[src/rtl/display_pkg.sv]
// Shared types and constants for the display scene scheduler and its pixel helpers.
package display_pkg;

   typedef enum logic [1:0] {
      SCENE_START = 2'd0,
      SCENE_GAME  = 2'd1,
      SCENE_END   = 2'd2
   } scene_e;

   typedef enum logic [1:0] {
      SHOW     = 2'd0,
      FADE_OUT = 2'd1,
      FADE_IN  = 2'd2
   } sched_state_e;

   // Unity gain is a power of two, so scaling is a multiply followed by a shift.
   localparam int unsigned BRIGHT_FULL  = 8;
   localparam int unsigned BRIGHT_SHIFT = 3;

   // Scene code 3 has no ROM behind it.
   function automatic logic scene_legal(input logic [1:0] s);
      return s != 2'd3;
   endfunction

endpackage

[src/rtl/rgb_scaler.sv]
// Combinational brightness scaler: each 8-bit channel becomes (c * bright) >> BRIGHT_SHIFT.
module rgb_scaler
   import display_pkg::*;
(
   input  logic [23:0] i_rgb,
   input  logic [3:0]  i_bright,
   output logic [23:0] o_rgb
);

   for (genvar ch = 0; ch < 3; ch++) begin : g_ch
      logic [11:0] prod;

      // 12-bit product; bright never exceeds unity, so the shifted result fits 8 bits.
      assign prod = 12'(i_rgb[ch*8 +: 8]) * 12'(i_bright);
      assign o_rgb[ch*8 +: 8] = 8'(prod >> BRIGHT_SHIFT);
   end

endmodule

[src/rtl/display_scene_scheduler.sv]
// Scene selector for the VGA path: picks a frame ROM and fades between scenes on frame starts.
module display_scene_scheduler
   import display_pkg::*;
#(
   parameter int unsigned FRAMES_PER_STEP = 2
) (
   input  logic        i_clk,
   input  logic        i_rst_n,
   input  logic        i_frame_start,
   input  logic        i_valid,
   input  logic        i_req,
   input  logic [1:0]  i_req_scene,
   input  logic [23:0] i_rgb_start,
   input  logic [23:0] i_rgb_game,
   input  logic [23:0] i_rgb_end,
   output logic [1:0]  o_scene,
   output logic        o_busy,
   output logic [3:0]  o_bright,
   output logic [23:0] o_rgb,
   output logic        o_valid
);

   localparam logic [3:0] StepLast   = 4'(FRAMES_PER_STEP - 1);
   localparam logic [3:0] BrightFull = 4'(BRIGHT_FULL);

   sched_state_e state_q, state_d;
   scene_e       scene_q, scene_d;
   scene_e       pend_q, pend_d;
   logic [3:0]   bright_q, bright_d;
   logic [3:0]   step_cnt_q, step_cnt_d;
   logic [23:0]  rgb_q, rgb_d;
   logic         valid_q;

   logic [23:0]  rgb_sel;
   logic [23:0]  rgb_scaled;
   logic         step_evt;
   logic         req_ok;

   assign step_evt = i_frame_start && (step_cnt_q == StepLast);
   assign req_ok   = i_req && scene_legal(i_req_scene) && (i_req_scene != scene_q);

   // Scheduler next state: accept requests in SHOW, step brightness on frame starts in a fade.
   always_comb begin
      state_d    = state_q;
      scene_d    = scene_q;
      pend_d     = pend_q;
      bright_d   = bright_q;
      step_cnt_d = step_cnt_q;

      case (state_q)
         SHOW: begin
            if (req_ok) begin
               pend_d     = scene_e'(i_req_scene);
               step_cnt_d = '0;
               state_d    = FADE_OUT;
            end
         end

         FADE_OUT: begin
            if (step_evt) begin
               step_cnt_d = '0;
               bright_d   = bright_q - 4'd1;
               // Swap scenes while the screen is black.
               if (bright_q == 4'd1) begin
                  scene_d = pend_q;
                  state_d = FADE_IN;
               end
            end else if (i_frame_start) begin
               step_cnt_d = step_cnt_q + 4'd1;
            end
         end

         FADE_IN: begin
            if (step_evt) begin
               step_cnt_d = '0;
               bright_d   = bright_q + 4'd1;
               if (bright_q == BrightFull - 4'd1) begin
                  state_d = SHOW;
               end
            end else if (i_frame_start) begin
               step_cnt_d = step_cnt_q + 4'd1;
            end
         end

         default: begin
            state_d = SHOW;
         end
      endcase
   end

   // Select the ROM pixel for the displayed scene; anything else shows black.
   always_comb begin
      rgb_sel = '0;
      case (scene_q)
         SCENE_START: rgb_sel = i_rgb_start;
         SCENE_GAME:  rgb_sel = i_rgb_game;
         SCENE_END:   rgb_sel = i_rgb_end;
         default:     rgb_sel = '0;
      endcase
   end

   rgb_scaler u_scaler (
      .i_rgb    (rgb_sel),
      .i_bright (bright_q),
      .o_rgb    (rgb_scaled)
   );

   // Blank the DAC outside the active region.
   always_comb begin
      rgb_d = i_valid ? rgb_scaled : '0;
   end

   // State and output registers.
   always_ff @(posedge i_clk or negedge i_rst_n) begin
      if (!i_rst_n) begin
         state_q    <= SHOW;
         scene_q    <= SCENE_START;
         pend_q     <= SCENE_START;
         bright_q   <= BrightFull;
         step_cnt_q <= '0;
         rgb_q      <= '0;
         valid_q    <= 1'b0;
      end else begin
         state_q    <= state_d;
         scene_q    <= scene_d;
         pend_q     <= pend_d;
         bright_q   <= bright_d;
         step_cnt_q <= step_cnt_d;
         rgb_q      <= rgb_d;
         valid_q    <= i_valid;
      end
   end

   assign o_scene  = scene_q;
   assign o_busy   = (state_q != SHOW);
   assign o_bright = bright_q;
   assign o_rgb    = rgb_q;
   assign o_valid  = valid_q;

endmodule

[config.mk]
export PLATFORM = sky130hd
export DESIGN_NAME = display_scene_scheduler
export DESIGN_NICKNAME = d
export VERILOG_FILES = /design/src/rtl/display_pkg.sv /design/src/rtl/rgb_scaler.sv /design/src/rtl/display_scene_scheduler.sv
export SDC_FILE = /design/constraint.sdc
export NUM_CORES = 1
export LEC_CHECK = 0
export ABC_CLOCK_PERIOD_IN_PS = 6050
export CORE_MARGIN = 5
export CORE_UTILIZATION = 48
export DETAILED_ROUTE_END_ITERATION = 7
export GPL_ROUTABILITY_DRIVEN = 0
export PLACE_DENSITY = 0.77
export SYNTH_ARGS = -nofsm -noshare
export SYNTH_HDL_FRONTEND = slang
export SYNTH_SLANG_ARGS = --single-unit
[constraint.sdc]
create_clock -name i_clk -period 6.05 [get_ports i_clk]
set_input_delay 0.605 -clock i_clk [delete_from_list [all_inputs] [get_ports i_clk]]
set_output_delay 0.605 -clock i_clk [all_outputs]
set_load 0.05 [all_outputs]
[Word level (Yosys, flattened, before mapping)]
Index checks and enable logic that the tools add are counted.
Word-level totals
  bits of input ports: 79
  bits in registers: 39
Cells by class
  muxes and demuxes: 15
  multipliers: 3
  add/subtract/negate cells: 3
  eq/ne operators: 15
  reduce and logical (&&, ||, !) cells: 14
Operators with widths (number)
  $pmux 24 s3: 1
  $mul 8x4->11: 3
  $mux 24: 1
  $mux 4: 5
  $pmux 4 s2: 2
  $ne 2x2->1 const B: 6
  $mux 2: 5
  $reduce_and 3->1: 3
  $add 4x1->4 const B: 2
  $eq 4x1->1 const B: 2
  $pmux 2 s3: 1
  $reduce_bool 2->1: 3
  $reduce_and 5->1: 1
  $eq 2x1->1 const B: 2
  $eq 2x2->1 const B: 2
  $eq 4x3->1 const B: 1
  $logic_not 2->1: 2
  $sub 4x1->4 const B: 1
  $logic_and 1x1->1: 3
  $ne 3x1->1 const B: 1
  $ne 2x2->1: 1
  $reduce_and 2->1: 1
  $reduce_or 2->1: 1

[Longest topological paths before layout]
Gate-level depths: netlist (run 1).
  depth in word-level cells: 5
  depth in mapped cells: 19
  mapped depth without buffers: 15

[Hierarchy]
A second synthesis (run 1) with hierarchy kept.
Second synthesis, totals
  cell total of the unflattened synthesis: 537
  area total of the unflattened synthesis: 4738.3 sq um
Modules (own cells, without submodules)
  rgb_scaler: instances 1, cells an instance 314, area an instance 2491.1 sq um, sequential area each 0.0 sq um
  display_scene_scheduler: instances 1, cells an instance 223, area an instance 2247.2 sq um, sequential area each 977.2 sq um

[Worst setup path after synthesis (run 1)]
No wires, ideal clock.
  path kind: register to register
  start: reg scene_q[0], in the netlist o_scene[0]
  end: reg rgb_q[22], in the netlist o_rgb[22]
  data required time: 5979 ps
  buffers on the path: 3
  period minus slack after synthesis: 4328 ps
  cell stages (with the launch flop): 18
  library setup time: 71 ps
  arrival time: 4257 ps
  slack: 1722 ps
  cells stage by stage: dfrtp_1 -> buf_6 -> buf_2 -> buf_2 -> mux2i_1 -> o21ai_0 -> and2_1 -> fa_1 -> inv_1 -> fa_1 -> inv_1 -> ha_1 -> a21o_1 -> a21o_1 -> a21oi_1 -> o31a_1 -> or4b_1 -> nand4_1
On the way
  cells in the longest elaborated chain, start to end: 4
  elaborated cells on any way between the ends: 6
  classes of those cells: mul: 1; eq/ne: 2; mux: 2; reduce/logical: 1
RTL lines
  from (decl): line display_scene_scheduler.sv:27  | scene_e scene_q, scene_d;
  from (signal assigned): line display_scene_scheduler.sv:125  | scene_q <= scene_d;
  $eq 2x2->1, or another cell as far along: line display_scene_scheduler.sv:94  | case (scene_q)
  $pmux 24 s3 *: line display_scene_scheduler.sv:94
  $mul 8x4->11 *: line rgb_scaler.sv:14  | assign prod = 12'(i_rgb[ch*8 +: 8]) * 12'(i_bright);
  $mux 24 *: line display_scene_scheduler.sv:110  | rgb_d = i_valid ? rgb_scaled : '0;
  named net rgb_d[22]: line display_scene_scheduler.sv:31  | logic [23:0] rgb_q, rgb_d;
  to (signal assigned): line display_scene_scheduler.sv:129  | rgb_q <= rgb_d;
  to (decl): line display_scene_scheduler.sv:31
The timed path passes the listed nets; every way through them passes the cells marked *.
A chain may end at the register's enable or synchronous reset.

[Worst setup path in the final report (run 1)]
  start: reg scene_q[0], in the netlist o_scene[0]
  end: reg rgb_q[15], in the netlist o_rgb[15]
The elaborated chain is that of the path after synthesis.

==> results of run 1 <==
## sequential cells by signal, indices dropped and copies added (netlist names)
signal / count
o_scene: 2
pend_q: 2
o_bright: 4
state_q: 2
o_valid: 1
step_cnt_q: 4
o_rgb: 24
## metal layers
metal,vias to the layer above,GRT usage,routed length [um]
met5,-,0,0
met3,16,0.0349,625
met1,1896,0.228,4510
li1,1931,-,-
met2,103,0.360,5520
met4,0,0.0588,204
## kinds of logic (layout without fill, tap and decap cells)
| group | count (synthesis) | in the layout | synth area share |
|---|---|---|---|
| AND/OR/NAND/NOR | 183 | 183 | 0.216 |
| XOR/XNOR | 25 | 25 | 0.0463 |
| AO/OA/AOI/OAI | 85 | 85 | 0.114 |
| multiplexers | 31 | 31 | 0.0667 |
| flip-flops | 39 | 39 | 0.207 |
| adder cells (fa/ha/maj) | 81 | 81 | 0.272 |
| buffers and inverters | 93 | 190 | 0.0794 |
## cells in the mapped netlist (all sizes together) (2+ instances only)
cell      n  area share
and2     76        0.10
inv      70       0.056
nand2    55       0.044
ha       45        0.12
dfrtp    38        0.20
fa       36        0.15
o21ai    32       0.034
mux2i    27       0.057
a21oi    19       0.020
clkbuf   17       0.013
xnor2    15       0.028
xor2     10       0.019
nor2      9      0.0071
o2bb2ai   9       0.019
nor2b     8       0.012
nand4     7       0.011
buf       6       0.010
nand2b    6      0.0079
a21o      5      0.0079
o21a      5      0.0079
mux2      4      0.0095
o21bai    4      0.0064
and3      3      0.0040
nor4      3      0.0040
o31ai     3      0.0048
or2       3      0.0040
a31oi     2      0.0026
and4      2      0.0037
nand3     2      0.0021
nor3b     2      0.0032
## cell type report
| cell class | instances | area, um^2 | share of cell area |
|---|---|---|---|
| clock inverters | 1 | 5.00 | 0.000836 |
| repair buffers | 112 | 1110 | 0.186 |
| inverters | 70 | 263 | 0.0439 |
| multi-input cells | 405 | 3380 | 0.564 |
| flip-flops and latches | 39 | 977 | 0.163 |
| well taps | 133 | 166 | 0.0278 |
| clock buffers | 7 | 86.3 | 0.0144 |
## final timing paths
check,end,slack [ns],cells after the start
worst max-delay path,o_rgb[15],1.51,15
worst min-delay path,step_cnt_q[2],0.41,1
worst max register to register,o_rgb[15],1.51,15
worst min register to register,step_cnt_q[3],0.49,1
max in group asynchronous,o_rgb[23],5.06,1
min in group i_clk,step_cnt_q[3],0.49,1
## through the flow
stage | std cells | hold slack (ns)
after floorplan | 537 | 0.309
after global placement | 759 | 0.472
after detailed placement | 759 | 0.479
after CTS | 767 | 0.445
after global routing | 767 | 0.500
final | 767 | 0.408
==> reports/qor.csv, run 1 <==
metric,value,unit
status,"complete, no violations",
wire_per_inst,14.2,um
ant_nets,0,
fin_worst_skew,0.0115,ns
fp.dieW,109,um
design_area,5980,um^2
path_delay_family,adder cells,
nets,793,
synth_seq_area_share,0.207,
vias_per_cell,5.14,
grt_pass1_vias,4158,
cp.arrival,4.73,ns
coreArea,9680,um^2
first_pass_iters,4,
hold_viol,0,
relSlewSlack,0.384,
hold_buffers,0,
crit_path_end_kind,flip-flop,
dpl_worst_slack,1.54,ns
syn-cell-area,4730,um^2
drive_gt1_frac,0.0363,
hold_path.class,in2async,
cts_tree,built,
setup_viol,0,
cp_num_buf_inv,3,
drc,0,
crit_slowest_cell,dfrtp_1,
vias,3946,
final_common_cell,clkdlybuf4s50_1,
port_buffers,110,
layout_setup_ws,1.51,ns
synth_edf_count,0,
cp-startpoint,o_scene[0],
startpoint_type,flip-flop,
post-route-period-util,0.751,
grt_use_total,0.195,
cp_data_required_time,6.23,ns
maxSlewViolCount,0,
cp_cell_sequence,buf_4 -> mux2i_1 -> o2bb2ai_1 -> and2_1 -> fa_1 -> inv_1 -> fa_1 -> inv_1 -> ha_1 -> a21o_1 -> a21oi_1 -> o21ai_0 -> nor2b_1 -> xnor2_1 -> and2_1,
placed_cell_area,5890,um^2
grt_setup_unrepaired,no,
clock-sinks,39,
antenna_found_initial,0,
critPathMaxStageDelay,0.84,ns
n_fill_cell,850,
synthFlopType,dfrtp_1,
fin_setup_tns,0,ns
dieArea,11900,um^2
worstMarginPinSlew,0.921,ns
ios,111,
cts_root_buf,clkbuf_8,
synthArstFlopShare,1.00,
syn_area_per_cell,8.81,um^2
layout_min_cycle_time,4.54,ns
critPathKind,reg2reg,
clk_latency,0.30,ns
synth_fp_nets,697,
ys_warn_count,0,
grt_pass1_wl,18600,um
htreeDepth,2,
first_iter_violations,122,
dp_hpwl,8820,um
drt_wl_total,10900,um
synth_cell_type_count,50,
crit_fanout,16,
fmax,0.220,GHz
start_util,0.488,
utilization,0.618,
syn_inst,537,
layout_common_cells,"clkdlybuf4s50_1, and2_1, inv_1",
post_cts_buffers,0,
grt-ovfl-total,0,
die_h,109,um
grt_max_degree,40,
cts_made_buffers,5,
rows,36,
drv_cap,0,
num_antenna_cells,0,
cts_buffer_depth,2,
cts_resized,0,
synth.ff_latch_count,39,
clk_pin_slew,0.08,ns
r2r_start,o_scene[0],
area_delta_synth_final,26.6,%
Power of run 1 is not shown: default switching activity piles up to over one toggle a cycle in this logic, so the estimate is an artifact.
==> run 2: changes to the inputs <==
Settings changed: ABC_CLOCK_PERIOD_IN_PS 6050 to 4600.
Clock period 6.05 ns to 4.6 ns, I/O delays scaled along.
==> reports/qor.csv, run 2 (synthesis results as in run 1) <==
metric,value,unit
n_fill_cell,820,
grt_pass1_wl,18100,um
cts_made_buffers,5,
cts_root_buf,clkbuf_8,
drt_wl_total,10800,um
status,"complete, no violations",
die_h,109,um
drc,0,
start_util,0.488,
largest_reg_flops,24,
cts_resized,0,
layout_common_cells,"clkdlybuf4s50_1, and2_1, inv_1",
nets,795,
clk_latency,0.29,ns
drv_cap,0,
dieArea,11900,um^2
ant_nets,0,
fp.dieW,109,um
grt_pass1_vias,4069,
area_delta_synth_final,27.4,%
first_pass_iters,4,
hold_buffers,0,
grt_setup_unrepaired,no,
first_iter_violations,122,
drive_gt1_frac,0.0409,
cts_tree,built,
hold_path.class,in2async,
clk_pin_slew,0.08,ns
clock-sinks,39,
htreeDepth,2,
vias_per_cell,5.15,
hold_ws,0.281,ns
critPathKind,reg2reg,
rows,36,
relSlewSlack,0.402,
grt-ovfl-total,0,
antenna_found_initial,0,
grt_use_total,0.187,
final_common_cell,clkdlybuf4s50_1,
dp_hpwl,8750,um
fin_worst_skew,0.00917,ns
cp.arrival,4.26,ns
coreArea,9680,um^2
post_cts_buffers,0,
port_buffers,110,
ios,111,
fin_setup_tns,0,ns
vias,3964,
worstMarginPinSlew,0.895,ns
cts_buffer_depth,2,
cp_data_required_time,4.77,ns
setup_viol,0,
num_antenna_cells,0,
post-route-period-util,0.890,
crit_fanout,24,
crit_path_end_kind,flip-flop,
layout_min_cycle_time,4.09,ns
startpoint_type,flip-flop,
grt_max_degree,40,
hold_viol,0,
wire_per_inst,14.1,um
fmax,0.244,GHz
maxSlewViolCount,0,
run 2: metal layers:
| metal | track usage | up-vias | part of all wire |
|---|---|---|---|
| met1 | 0.220 | 1905 | 0.41 |
| li1 | - | 1941 | - |
| met3 | 0.0243 | 8 | 0.054 |
| met4 | 0.0516 | 0 | 0.012 |
| met2 | 0.355 | 110 | 0.52 |
| met5 | 0 | - | 0 |
run 2: path summary, 6_finish.rpt:
check | start | to | slack, ns | cells past startpoint
worst min register to register | step_cnt_q[3] | step_cnt_q[3] | 0.48 | 1
worst max register to register | o_scene[0] | o_rgb[21] | 0.51 | 15
min in group i_clk | step_cnt_q[3] | step_cnt_q[3] | 0.48 | 1
worst max-delay path | o_scene[0] | o_rgb[21] | 0.51 | 15
max in group asynchronous | i_rst_n | o_rgb[21] | 3.76 | 1
worst min-delay path | i_rst_n | step_cnt_q[2] | 0.28 | 1
run 2: critical path, cell delays in order (launching register included):
cell      delay [ns]
dfrtp_1         0.42
nor2b_4         0.52
nand2_1         0.12
o21ai_0         0.21
nand2_1         0.13
fa_1            0.51
inv_1           0.05
fa_1            0.56
inv_1           0.07
fa_1            0.43
nor2b_1         0.17
o21a_1          0.14
o21ai_0         0.11
a21boi_0        0.25
o21ai_0         0.10
and3b_1         0.18
run 2: final cells by class:
class	count	area (um^2)	share of cell area
clock buffer	6	82.6	0.0137
clock inverter	2	35.0	0.00581
inverter	70	263	0.0436
multi-input combinational	405	3380	0.560
sequential	39	977	0.162
tap	133	166	0.0276
timing repair buffer	114	1130	0.187
run 2: through the flow:
| step | setup WS (ns) | cell area, um^2 | std cells | util |
|---|---|---|---|---|
| floorplan | 0.272 | 4730 | 537 | - |
| CTS | 0.472 | 6030 | 769 | 0.622 |
| finish | 0.506 | 6030 | 769 | 0.622 |
| global placement | 0.543 | 5910 | 761 | 0.610 |
| global route | 0.198 | 6030 | 769 | 0.622 |
| detailed placement | 0.410 | 5910 | 761 | 0.610 |
Power of run 2 is left out for the same reason.
==> run 3: changes to the inputs <==
Settings changed: GPL_ROUTABILITY_DRIVEN 0 to default.
==> results of run 3 <==
The final DEF is identical to that of run 2; final timing and power are the same.
Power of run 3 is left out for the same reason.
